## src/rtl/fpu_mem_pkg.sv

```systemverilog
// Shared definitions for the FPU memory-side blocks.
//   pf_state_t : line prefetcher control states
//   LINE_BITS  : width of one DRAM line (64 bytes)
//   LINE_SHIFT : log2 of the line size in bytes
package fpu_mem_pkg;

  localparam int LINE_BITS  = 512;
  localparam int LINE_SHIFT = 6;

  typedef enum logic [1:0] {
    PF_IDLE      = 2'd0,
    PF_FETCH     = 2'd1,
    PF_WAIT_DONE = 2'd2
  } pf_state_t;

endpackage

```

## src/rtl/line_fifo.sv

```systemverilog
// Circular FIFO holding whole lines for the prefetcher.
//   clk, rst_n : clock, synchronous active-low reset
//   push, din  : write din at the tail (ignored when full)
//   pop        : advance the head (ignored when empty)
//   dout       : head entry, all zeros when empty
//   count      : occupancy 0..DEPTH
//   full/empty : occupancy flags
module line_fifo #(
  parameter int WIDTH = 513,
  parameter int DEPTH = 4,
  localparam int PW = $clog2(DEPTH),
  localparam int CW = PW + 1
) (
  input  logic             clk,
  input  logic             rst_n,
  input  logic             push,
  input  logic             pop,
  input  logic [WIDTH-1:0] din,
  output logic [WIDTH-1:0] dout,
  output logic [CW-1:0]    count,
  output logic             full,
  output logic             empty
);

  localparam logic [CW-1:0] DEPTH_C = CW'(DEPTH);
  localparam logic [CW-1:0] ONE_C   = CW'(1);
  localparam logic [PW-1:0] PINC_C  = PW'(1);

  logic [WIDTH-1:0] mem_q [DEPTH];
  logic [PW-1:0]    wr_ptr_q, wr_ptr_d;
  logic [PW-1:0]    rd_ptr_q, rd_ptr_d;
  logic [CW-1:0]    count_q, count_d;
  logic             push_ok_s, pop_ok_s;

  assign full      = (count_q == DEPTH_C);
  assign empty     = (count_q == {CW{1'b0}});
  assign count     = count_q;
  assign push_ok_s = push && !full;
  assign pop_ok_s  = pop && !empty;

  // Pointer and occupancy next-state; DEPTH is a power of two so pointers wrap naturally.
  always_comb begin
    wr_ptr_d = wr_ptr_q;
    rd_ptr_d = rd_ptr_q;
    count_d  = count_q;
    if (push_ok_s) begin
      wr_ptr_d = wr_ptr_q + PINC_C;
    end else begin
      wr_ptr_d = wr_ptr_q;
    end
    if (pop_ok_s) begin
      rd_ptr_d = rd_ptr_q + PINC_C;
    end else begin
      rd_ptr_d = rd_ptr_q;
    end
    case ({push_ok_s, pop_ok_s})
      2'b10:   count_d = count_q + ONE_C;
      2'b01:   count_d = count_q - ONE_C;
      default: count_d = count_q;
    endcase
  end

  // Pointer and occupancy registers.
  always_ff @(posedge clk) begin
    if (!rst_n) begin
      wr_ptr_q <= {PW{1'b0}};
      rd_ptr_q <= {PW{1'b0}};
      count_q  <= {CW{1'b0}};
    end else begin
      wr_ptr_q <= wr_ptr_d;
      rd_ptr_q <= rd_ptr_d;
      count_q  <= count_d;
    end
  end

  // Line storage; contents are don't-care until written, so no reset is needed.
  always_ff @(posedge clk) begin
    if (push_ok_s) begin
      mem_q[wr_ptr_q] <= din;
    end
  end

  // Head read; forced to zero when empty so stale lines never leak out.
  always_comb begin
    if (empty) begin
      dout = {WIDTH{1'b0}};
    end else begin
      dout = mem_q[rd_ptr_q];
    end
  end

endmodule

```

## src/rtl/fpu_line_prefetch.sv

```systemverilog
// Read-side line prefetcher between the FPU datapath and the FPU DMA.
// Accepts {base address, line count}, requests that many 64-byte lines from
// the DMA and buffers them in a line FIFO drained by a valid/ready stream.
//   cmd_*            : command from the FPU sequencer
//   request, rd_wr, address, request_size, fpu_ready, write_data : to DMA
//   dram_ready, request_done, read_data                          : from DMA
//   line_valid/ready/data/last : drain stream to the FPU
//   ovf_err          : sticky, a line arrived while the FIFO was full
module fpu_line_prefetch
  import fpu_mem_pkg::*;
#(
  parameter int ADDR_WIDTH = 32,
  parameter int DEPTH      = 4,
  parameter int SIZE_WIDTH = 8
) (
  input  logic                  clk,
  input  logic                  rst_n,
  input  logic                  cmd_valid,
  output logic                  cmd_ready,
  input  logic [ADDR_WIDTH-1:0] cmd_addr,
  input  logic [SIZE_WIDTH-1:0] cmd_lines,
  output logic                  request,
  output logic                  rd_wr,
  output logic [ADDR_WIDTH-1:0] address,
  output logic [SIZE_WIDTH-1:0] request_size,
  output logic                  fpu_ready,
  output logic [LINE_BITS-1:0]  write_data,
  input  logic                  dram_ready,
  input  logic                  request_done,
  input  logic [LINE_BITS-1:0]  read_data,
  output logic                  line_valid,
  input  logic                  line_ready,
  output logic [LINE_BITS-1:0]  line_data,
  output logic                  line_last,
  output logic                  ovf_err
);

  localparam int CW = $clog2(DEPTH) + 1;
  localparam logic [CW-1:0]         DEPTH_C = CW'(DEPTH);
  localparam logic [CW-1:0]         TWO_C   = CW'(2);
  localparam logic [SIZE_WIDTH-1:0] ONE_C   = SIZE_WIDTH'(1);

  pf_state_t             state_q, state_d;
  logic [ADDR_WIDTH-1:0] addr_q, addr_d;
  logic [SIZE_WIDTH-1:0] size_q, size_d;
  logic [SIZE_WIDTH-1:0] rcv_cnt_q, rcv_cnt_d;
  logic                  ovf_q, ovf_d;

  logic                  push_req_s;
  logic                  last_s;
  logic                  fifo_push_s;
  logic                  fifo_pop_s;
  logic [LINE_BITS:0]    fifo_dout_s;
  logic [CW-1:0]         fifo_count_s;
  logic                  fifo_full_s;
  logic                  fifo_empty_s;
  logic [CW-1:0]         free_s;
  logic                  addr_lo_unused_s;

  // Sub-line address bits are deliberately discarded.
  assign addr_lo_unused_s = ^cmd_addr[LINE_SHIFT-1:0];

  assign free_s = DEPTH_C - fifo_count_s;

  // Control FSM: next state, latched command and DMA handshake outputs.
  always_comb begin
    state_d    = state_q;
    addr_d     = addr_q;
    size_d     = size_q;
    rcv_cnt_d  = rcv_cnt_q;
    cmd_ready  = 1'b0;
    request    = 1'b0;
    fpu_ready  = 1'b0;
    push_req_s = 1'b0;
    last_s     = 1'b0;
    case (state_q)
      PF_IDLE: begin
        cmd_ready = 1'b1;
        if (cmd_valid && (cmd_lines != {SIZE_WIDTH{1'b0}})) begin
          addr_d    = {cmd_addr[ADDR_WIDTH-1:LINE_SHIFT], {LINE_SHIFT{1'b0}}};
          size_d    = cmd_lines;
          rcv_cnt_d = {SIZE_WIDTH{1'b0}};
          state_d   = PF_FETCH;
        end else begin
          // Zero-length commands are accepted and simply dropped.
          state_d = PF_IDLE;
        end
      end
      PF_FETCH: begin
        request = 1'b1;
        // Keep one slot spare for a line the DMA may already have in flight.
        fpu_ready = (free_s >= TWO_C);
        if (dram_ready) begin
          push_req_s = 1'b1;
          last_s     = (rcv_cnt_q == (size_q - ONE_C));
          rcv_cnt_d  = rcv_cnt_q + ONE_C;
          if (last_s) begin
            state_d = PF_WAIT_DONE;
          end else begin
            state_d = PF_FETCH;
          end
        end else begin
          state_d = PF_FETCH;
        end
      end
      PF_WAIT_DONE: begin
        if (request_done) begin
          state_d = PF_IDLE;
        end else begin
          state_d = PF_WAIT_DONE;
        end
      end
      default: begin
        state_d = PF_IDLE;
      end
    endcase
  end

  // Overflow is a push attempt against a full FIFO; the line is dropped.
  always_comb begin
    fifo_push_s = push_req_s && !fifo_full_s;
    fifo_pop_s  = line_valid && line_ready;
    if (push_req_s && fifo_full_s) begin
      ovf_d = 1'b1;
    end else begin
      ovf_d = ovf_q;
    end
  end

  // Control state registers.
  always_ff @(posedge clk) begin
    if (!rst_n) begin
      state_q   <= PF_IDLE;
      addr_q    <= {ADDR_WIDTH{1'b0}};
      size_q    <= {SIZE_WIDTH{1'b0}};
      rcv_cnt_q <= {SIZE_WIDTH{1'b0}};
      ovf_q     <= 1'b0;
    end else begin
      state_q   <= state_d;
      addr_q    <= addr_d;
      size_q    <= size_d;
      rcv_cnt_q <= rcv_cnt_d;
      ovf_q     <= ovf_d;
    end
  end

  line_fifo #(
    .WIDTH (LINE_BITS + 1),
    .DEPTH (DEPTH)
  ) u_line_fifo (
    .clk   (clk),
    .rst_n (rst_n),
    .push  (fifo_push_s),
    .pop   (fifo_pop_s),
    .din   ({last_s, read_data}),
    .dout  (fifo_dout_s),
    .count (fifo_count_s),
    .full  (fifo_full_s),
    .empty (fifo_empty_s)
  );

  assign rd_wr        = 1'b0;
  assign write_data   = {LINE_BITS{1'b0}};
  assign address      = addr_q;
  assign request_size = size_q;
  assign ovf_err      = ovf_q;
  assign line_valid   = !fifo_empty_s;
  assign line_data    = fifo_dout_s[LINE_BITS-1:0];
  assign line_last    = fifo_dout_s[LINE_BITS];

endmodule

```

## config.mk

```make
export PLATFORM = sky130hd
export DESIGN_NAME = fpu_line_prefetch
export DESIGN_NICKNAME = d
export VERILOG_FILES = /design/src/rtl/fpu_mem_pkg.sv /design/src/rtl/line_fifo.sv /design/src/rtl/fpu_line_prefetch.sv
export SDC_FILE = /design/constraint.sdc
export NUM_CORES = 2
export LEC_CHECK = 0
export BUFFER_PORTS_ARGS = -buffer_cell sky130_fd_sc_hd__buf_2
export CAP_MARGIN = 5
export CORE_AREA = 2 2 639 641
export CTS_CLUSTER_SIZE = 24
export DETAILED_ROUTE_END_ITERATION = 12
export DIE_AREA = 0 0 641 643
export PLACE_DENSITY_LB_ADDON = 0.05
export SKIP_LAST_GASP = 1
export SLEW_MARGIN = 40
export SYNTH_ARGS = -nofsm -noshare
export SYNTH_HDL_FRONTEND = slang
export SYNTH_SLANG_ARGS = --single-unit
```

## constraint.sdc

```tcl
create_clock -name clk -period 48.2 [get_ports clk]
set_input_delay 7.23 -clock clk [delete_from_list [all_inputs] [get_ports clk]]
set_output_delay 7.23 -clock clk [all_outputs]
set_load 0.005 [all_outputs]
```

==> results.md <==
* Hold Crit Depth at 2
* Synthesis-stage register bit count at 2106
* Routed wire length at 278000 um
* Setup crit end kind: primary output
* Largest fanout on the critical path at 37
* Final hold violation count at 0
* Vias in the first global route at 42900
* Worst EP arrival at 5480 ps
* Slew headroom at 0.442
* VDD IR max at 0.0426 mV
* Final Skew at 37.8 ps
* Area Overhead vs Synth at 22.4%
* Final period util at 0.264
* DR vias/cell at 3.78
* DRT antenna net count at 0
* CTS buffer count at 276
* Pwr Density at 50.7 mW/mm2
* Share of layout cells above drive strength 1 at 0.370
* Cts hold-fix bufs at 0
* Drt pass-1 iters at 7
* Pin count of the biggest net entering global routing at 113
* Filler cells at 41400
* Via count at 41600
* DP Worst Slack at 35940 ps
* Placed cell areas at 0.0940 mm2
* Initial antenna violation count at 252
* R2R Setup Slk at 43190 ps
* DR WL/cell at 25.3 um
* Final setup fails at 0
* Die Area at 0.412 mm2
* Max-cap violations at 0
* P_leak at 34.9 nW
* Synth Warn # at 0
* Main synth FF type: edfxtp_1
* CTS Root Buffer Type: clkbuf_16
* Port Buffers at 1103
* Row count at 234
* RSZ-0062 raised after global routing: no
* Reg2reg path depth at 8
* CP required at 40970 ps
* Clock Latency Late Sink at 890 ps
* Ys async rst share at 0
* Post-layout power at 5.19 mW
* DRC viols at 0
* Library cells used by synthesis at 40
* Most common cell after layout, fill and taps aside: edfxtp_1
* Combinational power share at 0.239
* Reg-to-reg startpoint: state_q[1]$_SDFF_PN0_
* Sw Pwr at 1.54 mW
* Hold Startpoint: address[22]$_SDFFE_PN0P_
* Crit path setup slack, layout at 35490 ps
* Hold crit path type: flip-flop to flip-flop
* H-tree Lvls at 5
* DIE HEIGHT at 643 um
* Sw Share at 0.297
* Initial Util at 0.206
* CTS tree: yes
* Clock share of power at 0.364
* First-pass GRT wire length at 376000 um
* Initial DRC Count at 2181
* Commonest cells after routing, fill and taps aside: edfxtp_1 (2052), buf_2 (1103), and2_1 (519), conb_1 (519), mux4_2 (513)
* Clock-pin slew on the worst setup and hold paths at 60 ps
* GRT Total Usage at 0.131
* Post_cts resized at 0
* FMAX at 78.6 MHz
* Number of synthesized flops with an enable pin at 2052
* Final Instance Area at 0.102 mm2
* Status: finished clean
* Die Width at 641 um
* Mapped Area at 0.0837 mm2
* HPWL Detailed at 185000 um
* Internal power at 3.65 mW
* Reg2reg end: u_line_fifo.mem_q[2][393]$_DFFE_PP_
* CTS sink cnt at 2106
* Startpoint Class: flip-flop
* Core ar. at 0.405 mm2
* NumNets Final at 5917
* Shortest period the worst path allows at 12710 ps
* Final setup TNS at 0 ps
* Syn Area/Cell at 20.6 um2
* Sequential share of power at 0.397
* Grt total ovfl at 0
* Post-CTS Setup Repair Bufs at 0
* IO Pins at 1629
* Hold EP: address[22]$_SDFFE_PN0P_
* Routability cong. at 0.710
* Synth Instances at 4061
* Post-synthesis sequential area ratio at 0.749
* Kind of critical path: flip-flop to primary output
* Pins Over Slew Limit at 0
* Max Buffers Root-to-Sink at 4
* Worst Tran Pin Value at 837 ps
[critical path, stage by stage, from the launching register on]
cell	delay (ps)
dfxtp_4	580
buf_6	550
buf_6	520
buf_6	530
buf_4	670
buf_4	590
mux4_2	610
and2_1	210
buf_2	130
[flip-flops by register name, summed over array words and instances, names as in the netlist, named ones only]
| name | cells |
|---|---|
| address | 26 |
| u_line_fifo.wr_ptr_q | 2 |
| request_size | 8 |
| rcv_cnt_q | 8 |
| u_line_fifo.rd_ptr_q | 2 |
| u_line_fifo.count | 3 |
| state_q | 2 |
| ovf_err | 1 |
| u_line_fifo.mem_q | 2052 |
[cell usage after synthesis (12+ instances only)]
master | n | area share
mux4_2 | 513 | 0.14
buf_4 | 566 | 0.051
dfxtp_1 | 54 | 0.013
and2_1 | 523 | 0.039
nand2_1 | 79 | 0.0035
clkbuf_1 | 77 | 0.0035
a21boi_0 | 38 | 0.0034
xnor2_1 | 12 | 0.0013
buf_2 | 48 | 0.0029
nor2_1 | 14 | 0.00063
edfxtp_1 | 2052 | 0.74
[worst max-delay path by stage]
stage / start / to / slack (ps)
after detailed placement: flip-flop / line_data[437] / 35940
after floorplan: dram_ready / u_line_fifo.mem_q[0][0]$_DFFE_PP_ / 28060
after CTS: flip-flop / line_data[437] / 34930
final: flip-flop / line_data[437] / 35490
after global routing: flip-flop / line_data[437] / 34850
after global placement: flip-flop / line_data[437] / 34850
[kinds of logic (layout without fill, tap and decap cells)]
kind of cell,after synthesis,after routing,share of synthesized area
other,1,568,0.0000448
multiplexers,513,513,0.138
AND/OR/NAND/NOR,642,642,0.0455
XOR/XNOR,22,22,0.00230
buffers and inverters,715,1682,0.0583
AO/OA/AOI/OAI,50,50,0.00444
flip-flops,2106,2106,0.749
adder cells (fa/ha/maj),12,12,0.00188
[area by class of cell]
cell class,count,area [um2],share of cell area
inverters,12,57.6,0.000562
clock inverters,127,845,0.00825
repair buffers,1193,6520,0.0637
well taps,5428,6790,0.0663
flip-flops and latches,2106,62700,0.612
multi-input cells,1758,18000,0.176
clock buffers,350,7320,0.0715
diodes,49,123,0.00120
[power groups by stage]
stage | combinational (mW) | clock [mW] | sequential [mW]
3_3_place_gp | 1.32 | 0 | 2.11
2_1_floorplan | 0.667 | 0 | 2.11
3_5_place_dp | 1.33 | 0 | 2.10
4_1_cts | 1.33 | 1.98 | 2.06
6_report | 1.24 | 1.89 | 2.06
5_1_grt | 1.37 | 2.04 | 2.06
[through the flow]
| stage | hold slack [ps] | utilization | instances |
|---|---|---|---|
| 6_report | 462 | 0.253 | 11000 |
| 5_1_grt | 490 | 0.252 | 11000 |
| 4_1_cts | 468 | 0.252 | 11000 |
| 3_5_place_dp | 459 | 0.232 | 10500 |
| 3_3_place_gp | 450 | 0.231 | 10500 |
| 2_1_floorplan | 460 | - | 4579 |
[layer usage]
layer	up-vias	track usage	wire (um)
li1	17600	-	-
met1	21500	0.140	99200
met2	1671	0.238	146000
met3	731	0.0425	21000
met4	92	0.0477	11300
met5	-	0	567
(Power assumes the default switching activity.)
